===== config.mk =====
export PLATFORM = sky130hd
export DESIGN_NAME = lfsr_share_arbiter
export DESIGN_NICKNAME = d
export VERILOG_FILES = /design/src/rtl/lfsr_share_arbiter.sv
export SDC_FILE = /design/constraint.sdc
export NUM_CORES = 1
export LEC_CHECK = 0
export BUFFER_PORTS_ARGS = -buffer_cell sky130_fd_sc_hd__clkbuf_2
export CAP_MARGIN = 40
export CORE_UTILIZATION = 49
export CTS_CLUSTER_DIAMETER = 30
export CTS_CLUSTER_SIZE = 8
export DETAILED_ROUTE_END_ITERATION = 10
export PLACE_DENSITY_LB_ADDON = 0.1
export SYNTH_ARGS = -nofsm -noshare
export SYNTH_HDL_FRONTEND = slang
export SYNTH_SLANG_ARGS = --single-unit
export TNS_END_PERCENT = 30

===== constraint.sdc =====
create_clock -name clk -period 1.9 [get_ports clk]
set_input_delay 0.19 -clock clk [delete_from_list [all_inputs] [get_ports clk]]
set_output_delay 0.19 -clock clk [all_outputs]
set_load 0.05 [all_outputs]

===== src/rtl/lfsr_share_arbiter.sv =====
`default_nettype none
// +----------------------------------------------------------------------------+
// | Module      : lfsr_share_arbiter                                           |
// | Description : Shares a free-running 10-bit LFSR stream among NUM_REQ       |
// |               requesters. Requesters are served round-robin. Each grant    |
// |               delivers one bounded value in [0, LIMIT), obtained by        |
// |               rejection sampling of the LFSR low bits. After MAX_TRIES     |
// |               rejected samples a fallback value of 0 is delivered and      |
// |               flagged with timeout.                                        |
// | Ports       : clk       - system clock                                     |
// |               reset     - synchronous, active-high reset                   |
// |               lfsr_in   - LFSR output, advancing every clock               |
// |               req       - per-requester level request                      |
// |               ack       - one-hot, one-cycle pulse to served requester     |
// |               rnd_out   - delivered value, valid while rnd_valid=1         |
// |               rnd_valid - high for exactly the ack cycle                   |
// |               timeout   - high with rnd_valid when fallback was delivered  |
// |               busy      - high while sampling for a winner                 |
// | Revision    : 1.0 - initial release                                        |
// +----------------------------------------------------------------------------+
module lfsr_share_arbiter #(
  parameter int NUM_REQ   = 4,
  parameter int OUT_W     = 4,
  parameter int LIMIT     = 10,
  parameter int MAX_TRIES = 8
) (
  input  logic               clk,
  input  logic               reset,
  input  logic [9:0]         lfsr_in,
  input  logic [NUM_REQ-1:0] req,
  output logic [NUM_REQ-1:0] ack,
  output logic [OUT_W-1:0]   rnd_out,
  output logic               rnd_valid,
  output logic               timeout,
  output logic               busy
);

  localparam int c_PTR_W = (NUM_REQ > 1) ? $clog2(NUM_REQ) : 1;
  localparam int c_TRY_W = $clog2(MAX_TRIES + 1);

  // Candidate and bound compared at 11 bits so LIMIT = 2^10 is representable.
  localparam logic [10:0]        c_LIMIT    = 11'(LIMIT);
  localparam logic [c_TRY_W-1:0] c_LAST_TRY = c_TRY_W'(MAX_TRIES - 1);
  localparam logic [c_PTR_W-1:0] c_LAST_REQ = c_PTR_W'(NUM_REQ - 1);

  typedef enum logic [0:0] {
    S_IDLE   = 1'b0,
    S_SAMPLE = 1'b1
  } state_t;

  // Registered state and outputs
  state_t               r_state;
  logic [c_PTR_W-1:0]   r_winner;
  logic [c_PTR_W-1:0]   r_rr_ptr;
  logic [c_TRY_W-1:0]   r_tries;
  logic [NUM_REQ-1:0]   r_ack;
  logic [OUT_W-1:0]     r_rnd_out;
  logic                 r_rnd_valid;
  logic                 r_timeout;
  logic                 r_busy;

  // Next-state values
  state_t               w_state;
  logic [c_PTR_W-1:0]   w_winner;
  logic [c_PTR_W-1:0]   w_rr_ptr;
  logic [c_TRY_W-1:0]   w_tries;
  logic [NUM_REQ-1:0]   w_ack;
  logic [OUT_W-1:0]     w_rnd_out;
  logic                 w_rnd_valid;
  logic                 w_timeout;
  logic                 w_busy;

  // Arbitration helpers
  logic [NUM_REQ-1:0]   w_eff;
  logic                 w_found;
  logic [c_PTR_W-1:0]   w_pick;
  int                   w_idx;

  // Sampling helpers
  logic [OUT_W-1:0]     w_cand;
  logic [10:0]          w_cand_ext;
  logic [c_PTR_W-1:0]   w_next_ptr;
  logic                 w_unused;

  assign w_cand     = lfsr_in[OUT_W-1:0];
  assign w_cand_ext = {{(11 - OUT_W){1'b0}}, w_cand};
  // Upper LFSR bits are intentionally ignored when OUT_W < 10.
  assign w_unused   = ^lfsr_in;

  // Pointer following the winner, wrapping for non-power-of-two NUM_REQ.
  assign w_next_ptr = (r_winner == c_LAST_REQ) ? '0 : r_winner + 1'b1;

  // Round-robin search: first set bit of eff starting at rr_ptr, wrapping.
  // The requester being acked this cycle is masked so that a held req does
  // not win again immediately; it is re-arbitrated from the next cycle.
  always_comb begin
    w_eff   = req & ~r_ack;
    w_found = 1'b0;
    w_pick  = '0;
    w_idx   = 0;
    for (int i = 0; i < NUM_REQ; i++) begin
      w_idx = int'(r_rr_ptr) + i;
      if (w_idx >= NUM_REQ) begin
        w_idx = w_idx - NUM_REQ;
      end
      if (!w_found && w_eff[w_idx[c_PTR_W-1:0]]) begin
        w_found = 1'b1;
        w_pick  = w_idx[c_PTR_W-1:0];
      end
    end
  end

  // State register and registered outputs
  always_ff @(posedge clk) begin
    if (reset) begin
      r_state     <= S_IDLE;
      r_winner    <= '0;
      r_rr_ptr    <= '0;
      r_tries     <= '0;
      r_ack       <= '0;
      r_rnd_out   <= '0;
      r_rnd_valid <= 1'b0;
      r_timeout   <= 1'b0;
      r_busy      <= 1'b0;
    end else begin
      r_state     <= w_state;
      r_winner    <= w_winner;
      r_rr_ptr    <= w_rr_ptr;
      r_tries     <= w_tries;
      r_ack       <= w_ack;
      r_rnd_out   <= w_rnd_out;
      r_rnd_valid <= w_rnd_valid;
      r_timeout   <= w_timeout;
      r_busy      <= w_busy;
    end
  end

  // Next-state and next-output logic. Output pulses default to zero so each
  // delivery lasts exactly one cycle.
  always_comb begin
    w_state     = r_state;
    w_winner    = r_winner;
    w_rr_ptr    = r_rr_ptr;
    w_tries     = r_tries;
    w_ack       = '0;
    w_rnd_out   = '0;
    w_rnd_valid = 1'b0;
    w_timeout   = 1'b0;
    w_busy      = 1'b0;

    case (r_state)
      S_IDLE: begin
        if (w_found) begin
          w_state  = S_SAMPLE;
          w_winner = w_pick;
          w_tries  = '0;
          w_busy   = 1'b1;
        end
      end

      S_SAMPLE: begin
        if (!req[r_winner]) begin
          // Abandoned: no delivery, pointer left where it was.
          w_state = S_IDLE;
        end else if (w_cand_ext < c_LIMIT) begin
          w_ack[r_winner] = 1'b1;
          w_rnd_out       = w_cand;
          w_rnd_valid     = 1'b1;
          w_rr_ptr        = w_next_ptr;
          w_state         = S_IDLE;
        end else if (r_tries == c_LAST_TRY) begin
          // Out of retries: deliver the fallback value 0.
          w_ack[r_winner] = 1'b1;
          w_rnd_valid     = 1'b1;
          w_timeout       = 1'b1;
          w_rr_ptr        = w_next_ptr;
          w_state         = S_IDLE;
        end else begin
          w_tries = r_tries + 1'b1;
          w_busy  = 1'b1;
        end
      end

      default: begin
        w_state = S_IDLE;
      end
    endcase
  end

  assign ack       = r_ack;
  assign rnd_out   = r_rnd_out;
  assign rnd_valid = r_rnd_valid;
  assign timeout   = r_timeout;
  assign busy      = r_busy;

endmodule
`default_nettype wire


==> results of run 1 <==
state kept, by name, indices dropped and copies added (netlist names):
| register | cells |
|---|---|
| ack | 4 |
| busy | 1 |
| r_rr_ptr | 2 |
| r_tries | 4 |
| r_winner | 2 |
| rnd_out | 4 |
| rnd_valid | 1 |
| timeout | 1 |
routing by layer:
metal,wire length (µm),vias to the layer above,track usage
li1,-,378,-
met1,858,332,0.263
met2,776,13,0.284
met3,53,2,0.0480
met4,10,0,0.0727
met5,0,-,0
report_power, final:
part           total [mW]  switching [mW]  internal, mW
sequential          0.425          0.0153         0.410
clock               0.200           0.122        0.0782
combinational       0.108          0.0673        0.0402
total               0.733           0.205         0.528
how the worst max path moves through the flow:
| stage | start | end | slack (ns) | depth (start not counted) |
|---|---|---|---|---|
| 2_1_floorplan | ack[0] | r_winner[0] | 0.27 | 4 |
| 3_3_place_gp | r_winner[1] | r_rr_ptr[1] | 0.32 | 4 |
| 3_5_place_dp | r_winner[1] | r_rr_ptr[1] | 0.31 | 4 |
| 4_1_cts | r_winner[1] | r_rr_ptr[1] | 0.29 | 4 |
| 5_1_grt | r_tries[0] | r_tries[2] | 0.22 | 5 |
| 6_report | r_winner[1] | r_rr_ptr[1] | 0.30 | 4 |
logic make-up after synthesis:
kind of cell               count (synthesis)  synth area share
AOI/OAI and AO/OA                         19             0.139
muxes                                      3            0.0600
buffers and inverters                      7            0.0423
and+or+nand+nor                           41             0.276
DFF                                       19             0.415
adders and majority gates                  5            0.0682
placed cells by master, fill, tap and decap left out, types with 4 or more instances in the layout:
cell / n
and2_1: 8
nor2_1: 4
ha_1: 5
dfxtp_1: 19
clkbuf_2: 20
nand3_1: 8
a21oi_1: 6
nand2b_1: 5
inv_1: 4
critical path, cell delays in order (launching register included):
cell and delay (ns):
dfxtp_1 0.43, mux4_2 0.59, o211ai_1 0.21, mux2i_1 0.22, nor2_1 0.05
metrics by stage:
step | total power, mW | cell area, µm² | utilization | setup WS, ns | hold slack (ns)
floorplan | 0.516 | 917 | - | 0.273 | 0.312
global placement | 0.540 | 1020 | 0.587 | 0.318 | 0.393
detailed placement | 0.541 | 1020 | 0.587 | 0.306 | 0.403
CTS | 0.742 | 1050 | 0.603 | 0.292 | 0.0901
global route | 0.780 | 1050 | 0.603 | 0.224 | 0.0770
finish | 0.733 | 1050 | 0.603 | 0.298 | 0.0948
cell type report:
class / instances / share of cell area
multi-input combinational: 68 / 0.473
sequential: 19 / 0.361
timing repair buffer: 20 / 0.0951
tap: 25 / 0.0297
clock buffer: 3 / 0.0214
inverter: 4 / 0.0143
clock inverter: 1 / 0.00476
==> metrics.txt, run 1 <==
DR vias=725; WHS Endpoint=rnd_out[0]; Yosys top cell area share=0.415; Hold Path Origin=lfsr_in[0]; DRT iter0 DRCs=5; synthesized flop and latch total=19; die outline area=2050 µm²; post-synthesis sequential area ratio=0.415; core area=1750 µm²; FF+latch area=380 µm²; Worst-Margin Slew=0.446 ns; Yosys warning count=0; WHS Path Cells=2; cells taking the most area after synthesis=dfxtp_1 41%, ha_1 6.8%, and2_1 5.5%; CTS H-tree lvls=1; final setup violation count=0; Slew Limit Fails=0; leakage power total=0.447 nW; area growth from synthesis to layout=14.7%; total track usage=0.190; final hold vios=0; Pwr Density=697 nW/µm²; fmax=624 MHz; clock transition time at the flip-flop clock pins of the worst setup and hold paths=0.11 ns; clock sinks=19; postcts setup bufs=0; CP Class=reg -> reg; HPWL Detailed=1.35 mm; CP required=2.09 ns; Synth area leader=dfxtp_1; vias per cell=5.18; IO Count=27; Mean Syn Cell Area=9.76 µm²; VDD IR max=510 µV; skew final=0.00290 ns; Mapped Cells=94; CTS max path bufs=2; Placer Congestion=0.736; Routed wire per std cell=12.1 µm; CTS Hold Bufs=0; CP Capture Type=register; Yosys cell types=32; most common cell in the synthesized netlist=dfxtp_1; setup_tns=0 ns; clk_lat worst skew=0.29 ns; total CTS buffers=3; Root Buffer=clkbuf_4; reg2reg start=r_winner[1]; Slew HR=0.695; RSZ-0062 raised after global routing=no; multi-input gate area in the final layout=498 µm²; Top FF cell, synth=dfxtp_1; n_diodes=0; Post-synth ARST share=0; initial core utilization=0.525; Startpoint Class=register; Die Y=45.3 µm; overall routed net length=1.70 mm; Commonest cells post-synth=19 x dfxtp_1, 8 x and2_1, 8 x nand3_1; antenna violations before repair=0; Hold Path Class=in -> reg; EDFF count, synth=0; non-filler cells, final=140; DR DRC count=0; outcome=finished clean; RR Endpoint=r_rr_ptr[1]; Cells after DPL=136; Reg2Reg Depth=4; Critical Path AT=1.79 ns; port bufs=20; # fillers=177; largest net degree at the start of global routing=12; post-route antenna net violation count=0; Layout Nets=137; r2r setup slk=0.30 ns; TritonRoute pass-1 iters=2; final cycle utilization of the critical path=0.843; Max Fanout on Critical Path=5; MaxCap Viol Count=0; Post-Syn Area=917 µm²; TritonCTS clock tree=done; row count=15; Post-Syn Nets=115; Final min period=1.60 ns; vias in the first global route=634; first-pass GRT wire length=2.67 mm; post-cts gate resize count=0; layout cells sized above 1=0.252; gr ovfl total=0; die width=45.3 µm
Power figures use the tool's default switching activity.
==> run 2: changes to the inputs <==
--- a/config.mk
+++ b/config.mk
@@ -5,9 +5,11 @@
 export SDC_FILE = /design/constraint.sdc
 export NUM_CORES = 1
 export LEC_CHECK = 0
+export ABC_AREA = 1
 export BUFFER_PORTS_ARGS = -buffer_cell sky130_fd_sc_hd__clkbuf_2
 export CAP_MARGIN = 40
-export CORE_UTILIZATION = 49
+export CORE_ASPECT_RATIO = 1.5
+export CORE_UTILIZATION = 46
 export CTS_CLUSTER_DIAMETER = 30
 export CTS_CLUSTER_SIZE = 8
 export DETAILED_ROUTE_END_ITERATION = 10
==> constraint.sdc (replaced) <==
create_clock -name clk -period 1.45 [get_ports clk]
set_input_delay 0.145 -clock clk [delete_from_list [all_inputs] [get_ports clk]]
set_output_delay 0.145 -clock clk [all_outputs]
set_load 0.05 [all_outputs]
==> metrics.txt, run 2 <==
initial core utilization=0.482; CTS Hold Bufs=0; CP Class=reg -> reg; post-synthesis mux area share=0; Sw Share=0.397; clock transition time at the flip-flop clock pins of the worst setup and hold paths=0.11 ns; Max Fanout on Critical Path=8; clock sinks=19; multi-input gate area in the final layout=651 µm²; Compound-Gate Fraction of Synth Area=0.0788; die width=41.3 µm; Routed wire per std cell=12.1 µm; VDD IR max=893 µV; Placer Congestion=0.713; commonest non-fill, non-tap cell in the layout=inv_1; DR DRC count=0; DRT iter0 DRCs=15; fmax=721 MHz; Synth area leader=dfxtp_1; CP delay by family, top=simple AND/OR/NAND/NOR gates; Post-Syn Nets=172; Logic pwr share=0.431; # fillers=214; Yosys top cell area share=0.358; Slew HR=0.726; largest net degree at the start of global routing=11; antenna violations before repair=0; cells taking the most area after synthesis=dfxtp_1 36%, nand3_1 9.4%, nand2_1 7.8%; final design utilization=0.642; total design power=1.54 mW; net switching power=0.611 mW; total CTS buffers=3; post-synthesis sequential area ratio=0.358; row count=21; CP max-delay cell=dfxtp_2; FF+latch area=393 µm²; xor/xnor share of the synthesized area=0.00824; internal power=0.928 mW; HPWL Detailed=1.90 mm; n_diodes=0; most frequent cells in the layout=21 x inv_1, 20 x clkbuf_2, 19 x nor2_1; EDFF count, synth=0; sequential group share of total power=0.394; Commonest cells post-synth=22 x nand2_1, 22 x nor2_1, 21 x inv_1; clk_lat worst skew=0.30 ns; Clock power frac=0.175; first-pass GRT wire length=3.63 mm; final setup violation count=0; leakage power total=0.694 nW; outcome=finished clean; final hold vios=0; Yosys cell types=22; overall routed net length=2.56 mm; total track usage=0.212; core area=2210 µm²; Pwr Density=1090 nW/µm²; worst path cell trace=buf_6 -> inv_8 -> nand2_1 -> nand2_2 -> nand3_1 -> nand2_2 -> nand3_4 -> nand2_8 -> nand2_4 -> nand2_2 -> a21oi_2; Worst-Margin Slew=0.407 ns; Die Y=60.9 µm; synthesized flop and latch total=19; Root Buffer=clkbuf_4; post-route antenna net violation count=0; vias per cell=5.03; IO Count=27; TritonRoute pass-1 iters=4; Mapped Cells=151; Critical Path AT=1.58 ns; gr ovfl total=0; worst hold margin=0.0254 ns; Slew Limit Fails=0; CP Capture Type=register; Post-Syn Area=1060 µm²; MaxCap Viol Count=0; CTS max path bufs=2; layout cells sized above 1=0.415; post-route setup slack=0.0634 ns; post-route cell area=1420 µm²; skew final=0.00465 ns; Mean Syn Cell Area=7.04 µm²; CTS H-tree lvls=1; Placed Area=1280 µm²; Hold Path Class=in -> reg; TritonCTS clock tree=done; port bufs=20; most used cell, CP=nand2_2; Startpoint Class=register; Final min period=1.39 ns; Layout Nets=210; final cycle utilization of the critical path=0.956; post-synthesis simple-gate area fraction=0.388; vias in the first global route=954; Post-synth ARST share=0; RSZ-0062 raised after global routing=yes; Max stage delay on crit path=0.34 ns; CP required=1.64 ns; Adder-Cell Fraction of Synth Area=0.0588; Buf+Inv Stages, Crit Path=2; Yosys warning count=0; pre-CTS worst setup slack=0.0338 ns; Top FF cell, synth=dfxtp_1; area growth from synthesis to layout=33.2%; die outline area=2510 µm²; largest family of logic cells by synthesized area=simple AND/OR/NAND/NOR gates; DR vias=1061
-- run 2: cell count changes in the layout (fill, tap and decap cells not counted), sizes merged, moves of 4 or more --
cell and delta:
a21oi +4, and2 -7, buf +15, inv +21
nand2 +27, nand2b -5, nand3 +18, nor2 +19
o21ai +4
-- run 2: stage by stage --
stage,setup TNS [ns],instances
floorplan,0,151
global placement,0,205
detailed placement,0,205
CTS,0,209
global route,-0.199,211
finish,0,211
-- run 2: power groups by stage --
stage	Combinational [mW]	Clock, mW	Sequential, mW
final	0.663	0.270	0.607
after global routing	0.731	0.303	0.614
after CTS	0.576	0.277	0.601
after detailed placement	0.572	0	0.611
after global placement	0.557	0	0.610
after floorplan	0.345	0	0.654
-- run 2: per-layer routing --
layer / GRT usage / wire length, µm / vias up
met5: 0 / 0 / -
met4: 0.0783 / 32 / 0
met3: 0.0330 / 52 / 4
met2: 0.408 / 1460 / 19
met1: 0.207 / 1010 / 484
li1: - / - / 554
-- run 2: area by class of cell --
class                           count  share of cell area
Multi-Input combinational cell    105               0.459
Sequential cell                    19               0.277
Timing Repair Buffer               35               0.153
Inverter                           25              0.0716
Tap cell                           23              0.0203
Clock buffer                        4              0.0186
-- run 2: kinds of logic after synthesis --
kind of cell             Yosys count
adder cells (fa/ha/maj)            5
AND/OR/NAND/NOR                   83
AO/OA/AOI/OAI                     16
XOR/XNOR                           1
buffers and inverters             27
flip-flops                        19
-- run 2: path summary, 6_finish.rpt --
path / cells past startpoint / slack (ns) / startpoint / end
max: 11 / 0.06 / r_rr_ptr[0] / r_tries[2]
min: 3 / 0.03 / lfsr_in[0] / rnd_out[0]
max reg2reg: 11 / 0.06 / r_rr_ptr[0] / r_tries[2]
min reg2reg: 2 / 0.53 / r_winner[0] / r_winner[0]
-- run 2: worst register-to-register path, stage by stage, from the launching register on --
cell     delay, ns
dfxtp_2       0.34
buf_6         0.13
inv_8         0.07
nand2_1       0.07
nand2_2       0.08
nand3_1       0.11
nand2_2       0.11
nand3_4       0.09
nand2_8       0.11
nand2_4       0.07
nand2_2       0.06
a21oi_2       0.05
-- run 2: what timing repair did --
action | CTS | global route
resized for setup | 1 | 26
pin swaps | 0 | 8
setup buffers | 0 | 2
endpoints found under the setup margin | 1 | 13
==> run 3: changes to the inputs <==
--- a/config.mk
+++ b/config.mk
@@ -14,6 +14,7 @@
 export CTS_CLUSTER_SIZE = 8
 export DETAILED_ROUTE_END_ITERATION = 10
 export PLACE_DENSITY_LB_ADDON = 0.1
+export RECOVER_POWER = 100
 export SYNTH_ARGS = -nofsm -noshare
 export SYNTH_HDL_FRONTEND = slang
 export SYNTH_SLANG_ARGS = --single-unit
==> metrics.txt, run 3 (same netlist as run 2, synthesis figures left out) <==
row count=21; WHS Endpoint=rnd_out[0]; worst path cell trace=buf_6 -> inv_8 -> nand2_1 -> nand2_2 -> nand3_1 -> nand2_2 -> nand3_4 -> nand2_8 -> nand2_4 -> nand2_2 -> a21oi_2; VDD IR max=892 µV; CP Class=reg -> reg; outcome=finished clean; Max Fanout on Critical Path=8; Slew HR=0.598; CP max-delay cell=dfxtp_2; DRT iter0 DRCs=15; area growth from synthesis to layout=32.0%; vias in the first global route=954; fmax=721 MHz; TritonCTS clock tree=done; Worst-Margin Slew=0.606 ns; layout cells sized above 1=0.362; n_diodes=0; clock sinks=19; Reg2Reg Depth=11; TritonRoute pass-1 iters=4; skew final=0.00504 ns; Final min period=1.39 ns; worst hold margin=0.0253 ns; DR DRC count=0; MaxCap Viol Count=0; r2r setup slk=0.06 ns; commonest non-fill, non-tap cell in the layout=inv_1; CP required=1.64 ns; Die Y=60.9 µm; post-route antenna net violation count=0; vias per cell=5.03; clock transition time at the flip-flop clock pins of the worst setup and hold paths=0.11 ns; most frequent cells in the layout=21 x inv_1, 19 x nor2_1, 18 x nand2_1; total design power=1.54 mW; setup_tns=0 ns; clk_lat worst skew=0.30 ns; DR vias=1061; first-pass GRT wire length=3.63 mm; overall routed net length=2.56 mm; largest net degree at the start of global routing=11; RR Endpoint=r_tries[2]; gr ovfl total=0; most used cell, CP=nand2_2; port bufs=20; IO Count=27; Routed wire per std cell=12.1 µm; die outline area=2510 µm²; die width=41.3 µm; Pwr Density=1090 nW/µm²; Hold Path Class=in -> reg; antenna violations before repair=0; final cycle utilization of the critical path=0.957; RSZ-0062 raised after global routing=yes; leakage power total=0.659 nW; Max stage delay on crit path=0.34 ns; Critical Path AT=1.58 ns; Placer Congestion=0.713; Hold Path Origin=lfsr_in[0]; total track usage=0.212; Startpoint Class=register; CP Capture Type=register; Root Buffer=clkbuf_4; initial core utilization=0.482; WHS Path Cells=3; Layout Nets=210; total CTS buffers=3; HPWL Detailed=1.90 mm; Slew Limit Fails=0; core area=2210 µm²; final hold vios=0; reg2reg start=r_rr_ptr[0]; CTS H-tree lvls=1; # fillers=213; final setup violation count=0; CTS max path bufs=2
[run 3: metrics by stage]
step	utilization	cells	area, µm²	setup WS [ns]
6_report	0.636	211	1400	0.0629
3_3_place_gp	0.579	205	1280	0.0510
3_5_place_dp	0.579	205	1280	0.0338
4_1_cts	0.592	209	1310	0.00889
2_1_floorplan	-	151	1070	0.0804
5_1_grt	0.636	211	1400	-0.0394
[run 3: worst max-delay path, delay by kind of cell, from the launching register on]
family | cells | cell delay [ns]
flip-flops | 1 | 0.34
buffers and inverters | 2 | 0.20
AO/OA/AOI/OAI | 1 | 0.05
AND/OR/NAND/NOR | 8 | 0.68
[run 3: worst max-delay path by stage]
stage,startpoint,to,slack [ns],cells past startpoint
6_report,r_rr_ptr[0],r_tries[2],0.06,11
5_1_grt,r_rr_ptr[0],r_tries[2],-0.04,10
4_1_cts,r_tries[0],r_rr_ptr[1],0.009,8
3_5_place_dp,r_winner[0],r_rr_ptr[1],0.03,9
3_3_place_gp,r_tries[0],r_rr_ptr[1],0.05,8
2_1_floorplan,ack[3],r_tries[2],0.08,9
[run 3: routing by layer]
metal	vias to the layer above	track usage	part of all wire
li1	554	-	-
met1	484	0.207	0.40
met2	19	0.408	0.57
met3	4	0.0330	0.023
met4	0	0.0783	0.012
met5	-	0	0
[run 3: final cells by class]
cell class / instances / area (µm²) / area share
flip-flops and latches: 19 / 393 / 0.280
multi-input cells: 105 / 651 / 0.463
clock buffers: 4 / 26.3 / 0.0187
repair buffers: 35 / 204 / 0.145
inverters: 25 / 101 / 0.0722
well taps: 23 / 28.8 / 0.0205
[run 3: timing repair]
| item | CTS | global route |
|---|---|---|
| hold buffers | 0 | 0 |
| endpoints found under the setup margin | 1 | 13 |
| resized for setup | 1 | 26 |
| pin swaps | 0 | 8 |
| buffers inserted | 0 | 2 |
[run 3: power breakdown]
part           total, mW  switching, mW  internal [mW]
clock network      0.269          0.162          0.107
logic              0.661          0.410          0.250
registers          0.607         0.0386          0.568
